File: src/rtl/pong_match_ctrl.sv
// pong_match_ctrl
// Match sequencer for the Pong datapath. It owns the game state, both score
// registers, the serve delay and the winner decision. It freezes and recentres
// the ball/paddle machine and runs or reloads the match countdown timer.
//
// Ports
//   clk         system clock
//   rst         synchronous reset, active-high
//   tick        one-clk strobe at 100 Hz, time base of the serve delay
//   start       start button level (already synchronised)
//   miss1/miss2 player 1 / player 2 missed the ball (only looked at in PLAY)
//   time_up     match timer has reached 0:00 (level)
//   stop        freeze ball and paddles
//   ball_reset  one-clk pulse: recentre ball and load serve_dir
//   serve_dir   0 = serve toward player 1, 1 = serve toward player 2
//   timer_run   enable the match countdown
//   timer_load  one-clk pulse: reload the match timer to full time
//   score1/2    player scores
//   winner      00 none, 01 P1, 10 P2, 11 draw
//   state       current state code for the LEDs
// All outputs come straight from registers.

module pong_match_ctrl #(
   parameter int WIN_SCORE   = 7,
   parameter int SERVE_TICKS = 200,
   parameter int SCORE_W     = 3,
   parameter int CNT_W       = 8
) (
   input  logic               clk,
   input  logic               rst,
   input  logic               tick,
   input  logic               start,
   input  logic               miss1,
   input  logic               miss2,
   input  logic               time_up,
   output logic               stop,
   output logic               ball_reset,
   output logic               serve_dir,
   output logic               timer_run,
   output logic               timer_load,
   output logic [SCORE_W-1:0] score1,
   output logic [SCORE_W-1:0] score2,
   output logic [1:0]         winner,
   output logic [2:0]         state
);

   typedef enum logic [2:0] {
      IDLE       = 3'd0,
      SERVE_WAIT = 3'd1,
      PLAY       = 3'd2,
      POINT      = 3'd3,
      OVER       = 3'd4
   } state_t;

   localparam logic [SCORE_W-1:0] WIN_VAL   = SCORE_W'(WIN_SCORE);
   localparam logic [CNT_W-1:0]   SERVE_VAL = CNT_W'(SERVE_TICKS);

   state_t             state_q, state_n;
   logic [CNT_W-1:0]   cnt_q, cnt_n;
   logic               start_q;
   logic               start_rise;
   logic [SCORE_W-1:0] score1_n, score2_n;
   logic [1:0]         winner_n;
   logic               serve_dir_n;
   logic               ball_reset_n;
   logic               timer_load_n;
   logic               stop_n;
   logic               timer_run_n;

   // A held button must produce a single start event.
   assign start_rise = start & ~start_q;

   assign state = state_q;

   // State register and every output register. Reset forces the idle/frozen
   // picture and suppresses any pulse that would otherwise be emitted.
   always_ff @(posedge clk) begin
      if (rst) begin
         state_q    <= IDLE;
         cnt_q      <= '0;
         start_q    <= 1'b0;
         score1     <= '0;
         score2     <= '0;
         winner     <= 2'b00;
         serve_dir  <= 1'b0;
         ball_reset <= 1'b0;
         timer_load <= 1'b0;
         stop       <= 1'b1;
         timer_run  <= 1'b0;
      end else begin
         state_q    <= state_n;
         cnt_q      <= cnt_n;
         start_q    <= start;
         score1     <= score1_n;
         score2     <= score2_n;
         winner     <= winner_n;
         serve_dir  <= serve_dir_n;
         ball_reset <= ball_reset_n;
         timer_load <= timer_load_n;
         stop       <= stop_n;
         timer_run  <= timer_run_n;
      end
   end

   // Next-state and next-output logic. Pulses default low so they can never
   // last more than one clock. stop/timer_run follow the state being entered
   // so they line up with the registered state code.
   always_comb begin
      state_n      = state_q;
      cnt_n        = cnt_q;
      score1_n     = score1;
      score2_n     = score2;
      winner_n     = winner;
      serve_dir_n  = serve_dir;
      ball_reset_n = 1'b0;
      timer_load_n = 1'b0;

      case (state_q)
         IDLE: begin
            if (start_rise) begin
               score1_n     = '0;
               score2_n     = '0;
               winner_n     = 2'b00;
               serve_dir_n  = 1'b0;
               cnt_n        = SERVE_VAL;
               timer_load_n = 1'b1;
               ball_reset_n = 1'b1;
               state_n      = SERVE_WAIT;
            end
         end

         SERVE_WAIT: begin
            // The zero check uses the register, so PLAY starts one clock
            // after the final tick has been counted.
            if (time_up) begin
               state_n = OVER;
            end else if (cnt_q == '0) begin
               state_n = PLAY;
            end else if (tick) begin
               cnt_n = cnt_q - CNT_W'(1);
            end
         end

         PLAY: begin
            if (time_up) begin
               state_n = OVER;
            end else if (miss1 && miss2) begin
               cnt_n        = SERVE_VAL;
               ball_reset_n = 1'b1;
               state_n      = SERVE_WAIT;
            end else if (miss1) begin
               if (score2 < WIN_VAL) begin
                  score2_n = score2 + SCORE_W'(1);
               end
               serve_dir_n = 1'b0;
               state_n     = POINT;
            end else if (miss2) begin
               if (score1 < WIN_VAL) begin
                  score1_n = score1 + SCORE_W'(1);
               end
               serve_dir_n = 1'b1;
               state_n     = POINT;
            end
         end

         POINT: begin
            if ((score1 == WIN_VAL) || (score2 == WIN_VAL)) begin
               state_n = OVER;
            end else begin
               cnt_n        = SERVE_VAL;
               ball_reset_n = 1'b1;
               state_n      = SERVE_WAIT;
            end
         end

         OVER: begin
            // Scores and winner stay visible until the next match starts.
            if (start_rise) begin
               state_n = IDLE;
            end
         end

         default: begin
            state_n = IDLE;
         end
      endcase

      // The winner is decided from the scores held at the moment OVER is
      // entered; by then any final point is already in the score registers.
      if ((state_n == OVER) && (state_q != OVER)) begin
         if (score1 > score2) begin
            winner_n = 2'b01;
         end else if (score2 > score1) begin
            winner_n = 2'b10;
         end else begin
            winner_n = 2'b11;
         end
      end

      stop_n      = (state_n != PLAY);
      timer_run_n = (state_n == PLAY);
   end

endmodule

File: config.mk
export PLATFORM = sky130hd
export DESIGN_NAME = pong_match_ctrl
export DESIGN_NICKNAME = d
export VERILOG_FILES = /design/src/rtl/pong_match_ctrl.sv
export SDC_FILE = /design/constraint.sdc
export NUM_CORES = 1
export LEC_CHECK = 0
export ABC_AREA = 1
export BUFFER_PORTS_ARGS = -buffer_cell sky130_fd_sc_hd__buf_4
export CORE_MARGIN = 10
export CORE_UTILIZATION = 51
export DETAILED_ROUTE_END_ITERATION = 8
export PLACE_DENSITY = 0.74
export SYNTH_ARGS = -nofsm -noshare
export SYNTH_HDL_FRONTEND = slang
export SYNTH_SLANG_ARGS = --single-unit
export TNS_END_PERCENT = 5
File: constraint.sdc
create_clock -name clk -period 1.5 [get_ports clk]
set_input_delay 0.3 -clock clk [delete_from_list [all_inputs] [get_ports clk]]
set_output_delay 0.3 -clock clk [all_outputs]
set_load 0.005 [all_outputs]
==> flow_summary.json, run 1 <==
{
  "total_power_mw": 1.79,
  "async_flop_share_pct": 0,
  "rsz0062_at_grt": "true",
  "synth_fa_ha_area_share_pct": 7.31,
  "ys_top_cells_by_area": "dfxtp_1 (32%), nand2_1 (14%), nand3_1 (8.1%)",
  "drtIter0Drc": 77,
  "synthSimpleGateAreaFrac_pct": 42.8,
  "crit_arrival_ns": 1.74,
  "syn_area_um2": 1540,
  "critPathKind": "reg2reg",
  "dp_cells": 296,
  "viasPerCell": 5.19,
  "post_drt_wl_per_cell_um": 13.1,
  "die_w_um": 75.0,
  "synthFlopType": "dfxtp_1",
  "critPathLaunchType": "flip-flop",
  "io_pins": 23,
  "die_h_um": 75.0,
  "syn_area_per_cell_um2": 6.73,
  "synthXorXnorAreaFrac_pct": 0.569,
  "dpl.hpwl_um": 2940,
  "skew_ns": 0.00577,
  "max_freq_ghz": 0.665,
  "clockRootBuffer": "clkbuf_4",
  "seq_area_um2": 509,
  "antennaDiodeCount": 0,
  "fin_nets": 288,
  "setup_slack_ns": -0.00290,
  "post-synth-top-area-cell": "dfxtp_1",
  "fin_crit_sh_pct": 100,
  "firstDrtPassIters": 4,
  "synth_seq_cells": 25,
  "synth_top_family_by_area": "simple AND/OR/NAND/NOR gates",
  "overflow": 0,
  "synth_top_cells_by_count": "nand2_1 (59), nor2_1 (32), dfxtp_1 (25), nand3_1 (25), inv_1 (21)",
  "grtUsageTotal_pct": 14.7,
  "drv_slew": 0,
  "dr_total_vias": 1568,
  "finalWirelength_um": 3950,
  "drtAntennaViolNets": 0,
  "grt_pass1_wl_um": 6570,
  "htree_num_levels": 1,
  "cts_buffer_depth": 2,
  "numCtsBuffers": 3,
  "fillers": 239,
  "required_ns": 1.74,
  "hold_class": "in2reg",
  "antenna_found_initial": 0,
  "grt_pass1_vias": 1486,
  "synthDistinctLibCells": 23,
  "violations": "negative setup slack",
  "grt_max_degree": 16,
  "coreArea_um2": 2830,
  "yosys_warnings": 0,
  "final_layout_size_suffix_gt1_share_pct": 33.2,
  "cap_violations": 0,
  "clk_latency_ns": 0.33,
  "cts.sinks": 25,
  "ys_seq_area_share_pct": 32.5,
  "start_util_pct": 54.4,
  "cts_tree": "done",
  "crit_start": "score2[0]",
  "hold_violations": 0,
  "peakVddDrop_mv": 0.650,
  "status": "finished, violations left",
  "gp_congestion": 0.887,
  "r2r_start": "score2[0]",
  "power_density_nw_per_um2": 902,
  "portBuffers": 22,
  "fin_crit_ns": 1.50,
  "synth_top_cell_area_share_pct": 32.5,
  "finalSetupViolCount": 2,
  "rows": 19,
  "syn2layout_area_growth_pct": 29.0,
  "fin_tns_setup_ns": -0.00337,
  "muxShareOfSynthArea_pct": 0,
  "drc": 0,
  "relSlewSlack_pct": 80.4,
  "layout.cells.non_filler": 302,
  "dieArea_um2": 5620,
  "place_area_um2": 1850,
  "min_from": "start",
  "synth_compound_area_share_pct": 9.99,
  "cp-end-kind": "flip-flop",
  "p_leak_nw": 0.933,
  "yosysMostFrequentCell": "nand2_1",
  "cp_max_fo": 8,
  "multi_input_area_um2": 1010,
  "postLayoutCellArea_um2": 1990,
  "synth_nets": 245,
  "cts.clk_slew.worst_paths_ns": 0.14,
  "syn_inst": 229,
  "synth-edff-count": 0,
  "tightest_slew_ns": 0.292
}
## critical path: stages, from the launching register on
cell and delay (ns):
dfxtp_2 0.36, ha_4 0.16, ha_4 0.15, inv_2 0.06
nand2_2 0.06, nand2_2 0.09, nand2_2 0.06, a21oi_4 0.20
nand2_4 0.12, nand2_1 0.08, a21oi_1 0.06
## cells by family (layout without fill, tap and decap cells)
kind of cell,after synthesis,in the layout
DFF,25,25
adders and majority gates,9,9
and+or+nand+nor,138,138
buffers and inverters,28,70
xor gates and xnor gates,1,1
AOI/OAI and AO/OA,28,28
## worst paths after layout
| kind | slack (ns) | endpoint | cells past startpoint |
|---|---|---|---|
| worst max-delay path | -0.003 | cnt_q[5] | 10 |
| worst min-delay path | 0.18 | start_q | 3 |
| worst max register to register | -0.003 | cnt_q[5] | 10 |
| worst min register to register | 0.48 | cnt_q[0] | 2 |
## layout make-up
type | instances | area share [%]
sequential | 25 | 25.6
inverter | 27 | 5.10
multi-input combinational | 176 | 51.1
clock inverter | 1 | 0.378
clock buffer | 3 | 1.13
timing repair buffer | 39 | 14.7
tap | 31 | 1.95
## where the power goes
part           leakage [nW]  internal (mW)  switching (mW)
clock network        0.0139          0.102           0.216
logic                 0.711          0.302           0.378
registers             0.208          0.729          0.0636
## state kept, by name (all words and copies together) (netlist names)
| register | flops |
|---|---|
| winner | 2 |
| timer_load | 1 |
| cnt_q | 8 |
| timer_run | 1 |
| score2 | 3 |
| state | 3 |
| serve_dir | 1 |
| stop | 1 |
| score1 | 3 |
| ball_reset | 1 |
| start_q | 1 |
## layout by cell type (no fill, tap or decap), drive strengths merged, types with 3 or more instances in the layout
master / count
nand4: 4
buf: 39
nand2: 64
a21oi: 18
dfxtp: 25
o21ai: 8
nor2: 37
nand3: 27
clkbuf: 3
or2: 3
ha: 9
inv: 27
## metrics by stage
stage          hold WS, ns  setup WS, ns  utilization [%]
2_1_floorplan        0.369       0.00202                -
4_1_cts              0.183      -0.00896             68.7
3_3_place_gp         0.455       -0.0382             65.5
3_5_place_dp         0.461       -0.0565             65.5
5_1_grt              0.206        -0.142             70.2
6_report             0.176      -0.00290             70.2
## per-layer routing
| layer | share of wire, % | global-route usage [%] | up-vias |
|---|---|---|---|
| li1 | - | - | 826 |
| met1 | 46 | 17.3 | 700 |
| met2 | 46 | 24.3 | 33 |
| met3 | 5.7 | 3.81 | 9 |
| met4 | 2.3 | 7.14 | 0 |
| met5 | 0 | 0 | - |
## what timing repair did
action / in CTS / in global routing
setup buffers: 2 / 0
pin swaps: 5 / 8
endpoints found under the setup margin: 8 / 19
resized for setup: 16 / 11
cloned: 0 / 0
hold buffers: 0 / 0
endpoints found under the hold margin: 0 / 0
Power figures use the tool's default switching activity.
==> run 2: changes to the inputs <==
CORE_UTILIZATION = 30   (was 51)
PLACE_DENSITY = 0.48   (was 0.74)
REMOVE_ABC_BUFFERS = 1   (was unset)
==> run 2 against run 1 <==
The run now ends clean. Final area up 6.9%. Power rose by 8.3%. Hold slack improved by 0.071 ns. Maximum frequency grew 0.33%. Largest cell class unchanged. Highest routed layer unchanged.
==> flow_summary.json, run 2 (synthesis results as in run 1) <==
{
  "status": "finished, final reports clean",
  "r2r_start": "score1[1]",
  "grtUsageTotal_pct": 10.0,
  "antenna_found_initial": 0,
  "cts_tree": "done",
  "grt_pass1_wl_um": 7210,
  "grt_max_degree": 16,
  "critPathLaunchType": "flip-flop",
  "die_w_um": 91.7,
  "power_density_nw_per_um2": 914,
  "path_depth": 11,
  "drtAntennaViolNets": 0,
  "rrSetupSlack_ns": 0.002,
  "critPathMaxStageDelay_ns": 0.37,
  "drtIter0Drc": 40,
  "dp_cells": 344,
  "regMostFlops": "cnt_q",
  "fin_crit_ns": 1.50,
  "hold_class": "in2reg",
  "viasPerCell": 4.46,
  "antennaDiodeCount": 0,
  "final_cell_mix": "nand2_1 (55), buf_4 (49), nor2_1 (31), nand3_1 (25), inv_1 (19)",
  "place_area_um2": 1970,
  "portBuffers": 22,
  "largest_register_ffs": 8,
  "coreArea_um2": 5040,
  "crit_top_cell": "nand2_2",
  "fillers": 534,
  "skew_ns": 0.00365,
  "firstDrtPassIters": 4,
  "max_freq_ghz": 0.668,
  "cp_max_fo": 8,
  "io_pins": 23,
  "cpMaxStageDelayCell": "dfxtp_4",
  "path_cells": "ha_4, ha_4, inv_2, nand2_2, nand2_2, nand2_2, a21oi_4, nand2_4, nand2_2, nand2_1, nor2_1",
  "rsz0062_at_grt": "true",
  "rows": 26,
  "finalWirelength_um": 4100,
  "fin_nets": 298,
  "peakVddDrop_mv": 0.289,
  "dr_total_vias": 1566,
  "final_common_cell": "nand2_1",
  "start_util_pct": 30.5,
  "final_util_pct": 42.1,
  "cts_buffer_depth": 2,
  "postLayoutCellArea_um2": 2120,
  "gp_congestion": 0.790,
  "required_ns": 1.72,
  "relSlewSlack_pct": 79.6,
  "hold_violations": 0,
  "dpl.hpwl_um": 3300,
  "syn2layout_area_growth_pct": 37.9,
  "cap_violations": 0,
  "clk_latency_ns": 0.27,
  "cts.clk_slew.worst_paths_ns": 0.09,
  "cp-end-kind": "flip-flop",
  "worstRegToRegCells": 11,
  "final_layout_size_suffix_gt1_share_pct": 35.2,
  "p_leak_nw": 0.993,
  "critPathTopFamily": "simple AND/OR/NAND/NOR gates",
  "cts_hold_buf": 0,
  "dieArea_um2": 8400,
  "tightest_slew_ns": 0.303,
  "cts.sinks": 25,
  "layout.cells.non_filler": 351,
  "crit_path_end": "cnt_q[1]",
  "clockRootBuffer": "clkbuf_8",
  "post_drt_wl_per_cell_um": 11.7,
  "htree_num_levels": 1,
  "finalSetupViolCount": 0,
  "fin_crit_sh_pct": 99.9,
  "crit_arrival_ns": 1.72,
  "numCtsBuffers": 3,
  "overflow": 0,
  "critPathKind": "reg2reg",
  "drv_slew": 0,
  "holdWs_ns": 0.247,
  "r2r-end": "cnt_q[1]",
  "worst-path-buf-inv": 1,
  "crit_start": "score1[1]",
  "grt_pass1_vias": 1607,
  "die_h_um": 91.7,
  "drc": 0
}
run 2: how the worst min path moves through the flow:
stage	from	to	slack (ns)	cells after the start
2_1_floorplan	rst	ball_reset	0.37	1
6_report	start	start_q	0.25	3
4_1_cts	start	start_q	0.24	3
3_5_place_dp	cnt_q[0]	cnt_q[0]	0.46	2
3_3_place_gp	cnt_q[0]	cnt_q[0]	0.45	2
5_1_grt	start	start_q	0.29	3
run 2: area by class of cell:
| cell class | instances | area, um^2 | area share [%] |
|---|---|---|---|
| timing repair buffer | 49 | 368 | 17.3 |
| sequential | 25 | 513 | 24.2 |
| tap | 70 | 87.6 | 4.12 |
| clock buffer | 3 | 41.3 | 1.94 |
| clock inverter | 1 | 5.00 | 0.236 |
| inverter | 27 | 101 | 4.77 |
| multi-input combinational | 176 | 1010 | 47.4 |
run 2: routing by layer:
layer | wire length (um) | GRT usage [%] | up-vias | share of wire [%]
li1 | - | - | 846 | -
met1 | 1910 | 11.7 | 701 | 47
met2 | 2070 | 18.5 | 14 | 50
met3 | 80 | 1.39 | 5 | 2.0
met4 | 41 | 2.48 | 0 | 1.0
met5 | 0 | 0 | - | 0
run 2: metrics by stage:
stage	power, mW	setup TNS, ns	setup slack, ns
floorplan	1.21	0	0.0164
global placement	1.52	-0.335	-0.0497
detailed placement	1.51	-0.648	-0.0904
CTS	1.97	-0.0104	-0.0104
global route	2.10	-0.918	-0.110
finish	1.94	0	0.00200
run 2: worst register-to-register path: stages (launching register included):
cell and delay (ns):
dfxtp_4 0.37, ha_4 0.16, ha_4 0.15, inv_2 0.05, nand2_2 0.05, nand2_2 0.09
nand2_2 0.07, a21oi_4 0.20, nand2_4 0.12, nand2_2 0.07, nand2_1 0.04, nor2_1 0.08
run 2: power breakdown:
part / total, mW / internal (mW) / switching [mW]
sequential: 0.785 / 0.729 / 0.0565
combinational: 0.741 / 0.347 / 0.393
clock: 0.415 / 0.186 / 0.229
total: 1.94 / 1.26 / 0.678
run 2: what timing repair did:
item,in CTS,in global routing
buffers inserted,3,0
pin swaps,5,4
setup endpoints to repair,10,19
gates resized for setup,20,7
hold endpoints to repair,0,0
